`src/rtl/img_pkg.sv`:
```
// Shared image-pipeline types: pixel type, frame-reader FSM states and the
// output FIFO entry layout (markers travel alongside each pixel).
package img_pkg;

  typedef logic [7:0] pixel_t;

  typedef enum logic [1:0] {
    IDLE  = 2'd0,
    READ  = 2'd1,
    DRAIN = 2'd2,
    DONE  = 2'd3
  } state_t;

  localparam int PIX_FIFO_DEPTH = 3;
  localparam int PIX_CNT_W      = 2;

  typedef struct packed {
    logic   sof;
    logic   eol;
    logic   eof;
    pixel_t data;
  } pix_entry_t;

endpackage

```
`src/rtl/pix_fifo.sv`:
```
// 3-entry shift FIFO; entry 0 is the registered head, vacated slots read as zero
// so the outputs are all-zero whenever the FIFO is empty.
module pix_fifo
  import img_pkg::*;
(
  input  logic                 i_clk,
  input  logic                 i_rst,
  input  logic                 i_push,
  input  logic                 i_pop,
  input  pix_entry_t           i_din,
  output pix_entry_t           o_dout,
  output logic [PIX_CNT_W-1:0] o_count
);

  pix_entry_t           r_q [PIX_FIFO_DEPTH];
  pix_entry_t           w_q_next [PIX_FIFO_DEPTH];
  logic [PIX_CNT_W-1:0] r_count;
  logic [PIX_CNT_W-1:0] w_count_next;
  logic [PIX_CNT_W-1:0] w_wr_idx;
  logic                 w_pop;
  logic                 w_push;

  assign w_pop    = i_pop && (r_count != '0);
  assign w_push   = i_push && ((r_count != PIX_CNT_W'(PIX_FIFO_DEPTH)) || w_pop);
  assign w_wr_idx = r_count - {{(PIX_CNT_W-1){1'b0}}, w_pop};

  always_comb begin
    for (int i = 0; i < PIX_FIFO_DEPTH; i++) begin
      w_q_next[i] = r_q[i];
    end
    if (w_pop) begin
      for (int i = 0; i < PIX_FIFO_DEPTH - 1; i++) begin
        w_q_next[i] = r_q[i+1];
      end
      w_q_next[PIX_FIFO_DEPTH-1] = '0;
    end
    // Push lands just behind the surviving entries, after any shift.
    if (w_push) begin
      w_q_next[w_wr_idx] = i_din;
    end
    w_count_next = r_count + {{(PIX_CNT_W-1){1'b0}}, w_push}
                           - {{(PIX_CNT_W-1){1'b0}}, w_pop};
  end

  always_ff @(posedge i_clk or posedge i_rst) begin
    if (i_rst) begin
      r_count <= '0;
      for (int i = 0; i < PIX_FIFO_DEPTH; i++) begin
        r_q[i] <= '0;
      end
    end else begin
      r_count <= w_count_next;
      for (int i = 0; i < PIX_FIFO_DEPTH; i++) begin
        r_q[i] <= w_q_next[i];
      end
    end
  end

  assign o_dout  = r_q[0];
  assign o_count = r_count;

endmodule

```
`src/rtl/frame_reader.sv`:
```
// Raster-order frame reader: streams IMG_W x IMG_H pixels from a 1-cycle-latency
// RAM through a small FIFO with SOF/EOL/EOF markers and valid/ready handshake.
module frame_reader
  import img_pkg::*;
#(
  parameter int IMG_W  = 64,
  parameter int IMG_H  = 64,
  parameter int ADDR_W = 12
) (
  input  logic              i_clk,
  input  logic              i_rst,
  input  logic              i_start,
  output logic              o_busy,
  output logic              o_done,
  output logic              o_mem_rd_en,
  output logic [ADDR_W-1:0] o_mem_addr,
  input  logic [7:0]        i_mem_rdata,
  output logic [7:0]        o_pix_data,
  output logic              o_pix_valid,
  input  logic              i_pix_ready,
  output logic              o_pix_sof,
  output logic              o_pix_eol,
  output logic              o_pix_eof
);

  localparam int XW = (IMG_W > 1) ? $clog2(IMG_W) : 1;
  localparam int YW = (IMG_H > 1) ? $clog2(IMG_H) : 1;
  localparam logic [XW-1:0]     X_LAST = XW'(IMG_W - 1);
  localparam logic [YW-1:0]     Y_LAST = YW'(IMG_H - 1);
  localparam logic [ADDR_W-1:0] A_LAST = ADDR_W'(IMG_W * IMG_H - 1);
  localparam logic [XW-1:0]     X_ONE  = XW'(1);
  localparam logic [YW-1:0]     Y_ONE  = YW'(1);
  localparam logic [ADDR_W-1:0] A_ONE  = ADDR_W'(1);

  state_t               r_state;
  state_t               w_state_next;
  logic [ADDR_W-1:0]    r_addr;
  logic [XW-1:0]        r_x;
  logic [YW-1:0]        r_y;
  logic                 r_inflight;
  logic [2:0]           r_mark;
  logic [2:0]           w_mark;
  logic                 w_issue;
  logic                 w_pop;
  logic [PIX_CNT_W-1:0] w_count;
  pix_entry_t           w_head;
  pix_entry_t           w_din;

  // Credit check uses only registered state, so pix_ready never reaches the RAM port.
  assign w_issue = (r_state == READ) &&
                   (({1'b0, w_count} + {{PIX_CNT_W{1'b0}}, r_inflight}) <
                    (PIX_CNT_W+1)'(PIX_FIFO_DEPTH));

  assign w_mark[2] = (r_x == '0) && (r_y == '0);
  assign w_mark[1] = (r_x == X_LAST);
  assign w_mark[0] = (r_x == X_LAST) && (r_y == Y_LAST);

  assign w_din = '{sof: r_mark[2], eol: r_mark[1], eof: r_mark[0], data: i_mem_rdata};

  pix_fifo u_fifo (
    .i_clk   (i_clk),
    .i_rst   (i_rst),
    .i_push  (r_inflight),
    .i_pop   (w_pop),
    .i_din   (w_din),
    .o_dout  (w_head),
    .o_count (w_count)
  );

  assign o_pix_valid = (w_count != '0);
  assign w_pop       = o_pix_valid && i_pix_ready;

  always_comb begin
    w_state_next = r_state;
    case (r_state)
      IDLE:    if (i_start) w_state_next = READ;
      READ:    if (w_issue && (r_addr == A_LAST)) w_state_next = DRAIN;
      DRAIN:   if (w_pop && w_head.eof) w_state_next = DONE;
      DONE:    w_state_next = IDLE;
      default: w_state_next = IDLE;
    endcase
  end

  always_ff @(posedge i_clk or posedge i_rst) begin
    if (i_rst) begin
      r_state    <= IDLE;
      r_addr     <= '0;
      r_x        <= '0;
      r_y        <= '0;
      r_inflight <= 1'b0;
      r_mark     <= '0;
    end else begin
      r_state    <= w_state_next;
      r_inflight <= w_issue;
      r_mark     <= w_mark;
      if (r_state == DONE) begin
        r_addr <= '0;
        r_x    <= '0;
        r_y    <= '0;
      end else if (w_issue) begin
        r_addr <= r_addr + A_ONE;
        if (r_x == X_LAST) begin
          r_x <= '0;
          r_y <= r_y + Y_ONE;
        end else begin
          r_x <= r_x + X_ONE;
        end
      end
    end
  end

  assign o_busy      = (r_state == READ) || (r_state == DRAIN);
  assign o_done      = (r_state == DONE);
  assign o_mem_rd_en = w_issue;
  assign o_mem_addr  = r_addr;
  assign o_pix_data  = w_head.data;
  assign o_pix_sof   = w_head.sof;
  assign o_pix_eol   = w_head.eol;
  assign o_pix_eof   = w_head.eof;

endmodule

```
`config.mk`:
```
export PLATFORM = sky130hd
export DESIGN_NAME = frame_reader
export DESIGN_NICKNAME = d
export VERILOG_FILES = /design/src/rtl/img_pkg.sv /design/src/rtl/pix_fifo.sv /design/src/rtl/frame_reader.sv
export SDC_FILE = /design/constraint.sdc
export NUM_CORES = 1
export LEC_CHECK = 0
export ABC_AREA = 1
export BUFFER_PORTS_ARGS = -buffer_cell sky130_fd_sc_hd__buf_2
export CORE_ASPECT_RATIO = 0.6
export CORE_UTILIZATION = 55
export CTS_BUF_LIST = sky130_fd_sc_hd__clkbuf_8
export DETAILED_ROUTE_END_ITERATION = 8
export PLACE_DENSITY = 0.82
export SLEW_MARGIN = 20
export SYNTH_ARGS = -nofsm -noshare
export SYNTH_HDL_FRONTEND = slang
export SYNTH_SLANG_ARGS = --single-unit
```
`constraint.sdc`:
```
create_clock -name i_clk -period 2 [get_ports i_clk]
set_input_delay 0.4 -clock i_clk [delete_from_list [all_inputs] [get_ports i_clk]]
set_output_delay 0.4 -clock i_clk [all_outputs]
set_load 0.02 [all_outputs]
```
==> flow_summary.yaml <==
worst_setup_path:
  crit_type: "reg -> out"
  worstPathArrival_ps: 1550
  required_ps: 1600
  reg2reg_to: "u_fifo.r_q[14]"
  reg2regPathDepth: 8
  end_kind: "output pin"
  critPathLaunchType: "register"
  r2r_slack_ps: 100
  r2r-start: "u_fifo.o_count[0]"
  cp_max_fo: 2
finish:
  drive_gt1_frac: 0.219
  instances_no_fill: 554
  nNetsFinal: 490
  num-fill-cells: 482
  syn2layout_area_growth_pct: 13.1
  seq_area_sq_mm: 0.00163
  multi_input_area_sq_mm: 0.00154
  antennaDiodeCount: 0
clock_tree:
  clk-insertion-delay-late_ps: 340
  ctsRootBufferMaster: "clkbuf_8"
  ctsHoldBuffers: 0
  clk_pin_slew_ps: 70
  h-tree-depth: 3
  clock_path_buffers: 2
  tritoncts: "yes"
  cts_sinks: 65
  numCtsBuffers: 9
logic_synthesis:
  syn_inst: 423
  yosysWarnings: 0
  synth_top_area_cell: "dfrtp_1"
  synth_ff_type: "dfrtp_1"
  ys_seq_elements: 65
  yosysMostFrequentCell: "nand2_1"
  ys_seq_area_frac: 0.462
  synthTopCellsByCount: "nand2_1, dfrtp_1, inv_1"
  netlist.area_leader.share: 0.462
  synth_area_sq_mm: 0.00352
  synth.distinct_cells: 33
  syn_area_per_cell_sq_um: 8.32
  syn-num-nets: 448
  synth_area_leaders: "dfrtp_1, nand2_1, inv_1"
  synth_edf_count: 0
  async_reset_ff_frac: 1.00
drt:
  drtPass1Iterations: 7
  antenna_left: 0
  wl_um: 7420
  via_per_inst: 5.20
  vias: 2880
  drc_errors: 1
  drtIter0Drc: 230
  wl_per_cell_um: 13.4
grt:
  gr-total-overflow: 0
  grt_pass1_vias: 2744
  antenna_found_initial: 0
  grt_pass1_wl_um: 12300
  grt_max_degree: 66
  grtUsageTotal: 0.235
placed_design:
  post-dp-hpwl_um: 4930
  portBuffers: 38
  place_congestion: 0.824
  dp_cells: 532
sta:
  finalCriticalPeriod_ps: 1950
  maxSlewHeadroom: 0.777
  setup-tns-final_ps: 0
  max_freq_mhz: 512
  setup_viol: 0
  maxSlewViolCount: 0
  fin_worst_skew_ps: 7.98
  tightest_slew_ps: 335
  finalHoldViolations: 0
  period_share: 0.977
floorplanning:
  io_pins: 39
  start_util: 0.574
  rows: 22
  die_y_um: 64.0
  core_sq_mm: 0.00614
  die_x_um: 105
  die_area_sq_mm: 0.00674
power:
  vdd.ir_drop.worst_mv: 0.648
  power_w: 0.00509
  p_leak_nw: 2.09
  power_density_mw_per_mm2: 1280
status:
  failed_checks: "design-rule violations"
  outcome: "complete, but fails checks"
worst_hold_path:
  hold_path.class: "in -> async"
job:
  drv_cap: 0
cell type report:
cell class | count | area share
clock buffer | 10 | 0.0345
timing repair buffer | 52 | 0.0798
multi-input combinational | 288 | 0.387
clock inverter | 6 | 0.0148
tap | 84 | 0.0264
sequential | 65 | 0.408
inverter | 49 | 0.0490
through the flow:
step | util | hold slack (ps) | setup WS (ps) | area (sq um)
after floorplan | - | 453 | 28.1 | 3520
after global placement | 0.605 | 496 | 132 | 3710
after detailed placement | 0.605 | 504 | 37.9 | 3710
after CTS | 0.643 | 160 | 7.87 | 3950
after global routing | 0.649 | 174 | -10.9 | 3980
final | 0.649 | 154 | 45.3 | 3980
critical path, stage by stage, from the launching register on:
cell	delay, ps
dfrtp_1	390
ha_1	200
ha_1	290
nand2_2	100
nand2_4	80
inv_6	60
buf_6	100
worst max-delay path by stage:
stage | end | from | cells after the start
finish | o_mem_rd_en | r_inflight | 6
global route | o_mem_rd_en | r_inflight | 6
floorplan | u_fifo.r_q[21] | u_fifo.o_count[1] | 11
global placement | u_fifo.r_q[21] | u_fifo.o_count[0] | 9
CTS | o_mem_rd_en | r_inflight | 6
detailed placement | u_fifo.r_q[21] | u_fifo.o_count[0] | 9
cell usage in the layout (no fill, tap or decap), types with 2 or more instances in the layout:
| cell type | Yosys | routed |
|---|---|---|
| nor2_4 | 1 | 2 |
| buf_2 | 4 | 37 |
| xor2_1 | 3 | 3 |
| nor2_1 | 22 | 22 |
| nor4_1 | 2 | 2 |
| o21ai_1 | 17 | 17 |
| nor3_1 | 4 | 4 |
| nand2_1 | 125 | 124 |
| nand2_4 | 1 | 2 |
| o21ai_2 | 17 | 17 |
| dfrtp_1 | 65 | 65 |
| clkinvlp_4 | 0 | 3 |
| o21bai_1 | 3 | 3 |
| buf_4 | 9 | 12 |
| ha_1 | 13 | 13 |
| nand4_1 | 4 | 4 |
| nand2_2 | 3 | 3 |
| buf_6 | 8 | 2 |
| clkbuf_8 | 0 | 10 |
| inv_1 | 46 | 46 |
| nand3_1 | 33 | 33 |
| a21oi_1 | 9 | 9 |
| o21ai_0 | 21 | 21 |
| clkinv_2 | 0 | 2 |
repair_timing:
action | 4_1_cts | 5_1_grt
pin swaps | 1 | 2
endpoints found under the setup margin | 1 | 14
resized for setup | 5 | 3
setup buffers | 3 | 3
layer usage:
layer	share of wire	track usage	vias to the layer above
met5	0	0	-
met1	0.47	0.320	1332
met2	0.45	0.361	97
met3	0.055	0.0520	16
met4	0.018	0.109	0
li1	-	-	1435
flip-flops by register name (all words and copies together), names as in the netlist:
register and cells:
r_y 6, u_fifo.r_q 22, u_fifo.o_count 2, r_mark 3
o_mem_addr 12, u_fifo.o_dout 11, r_state 2, r_x 6
r_inflight 1
logic make-up (layout without fill, tap and decap cells):
family	Yosys count	in the layout	share of synthesized area
buffers and inverters	70	117	0.103
adders and majority gates	13	13	0.0462
DFF	65	65	0.462
AOI/OAI and AO/OA	69	69	0.122
and+or+nand+nor	202	202	0.255
xor gates and xnor gates	4	4	0.0121
report_power, final:
group | internal, W | total, W | switching, W
Clock | 0.000600 | 0.00109 | 0.000490
Sequential | 0.00163 | 0.00183 | 0.000200
Combinational | 0.000796 | 0.00217 | 0.00138
Total | 0.00303 | 0.00509 | 0.00207
No activity file was read; power rests on OpenSTA's default activity.
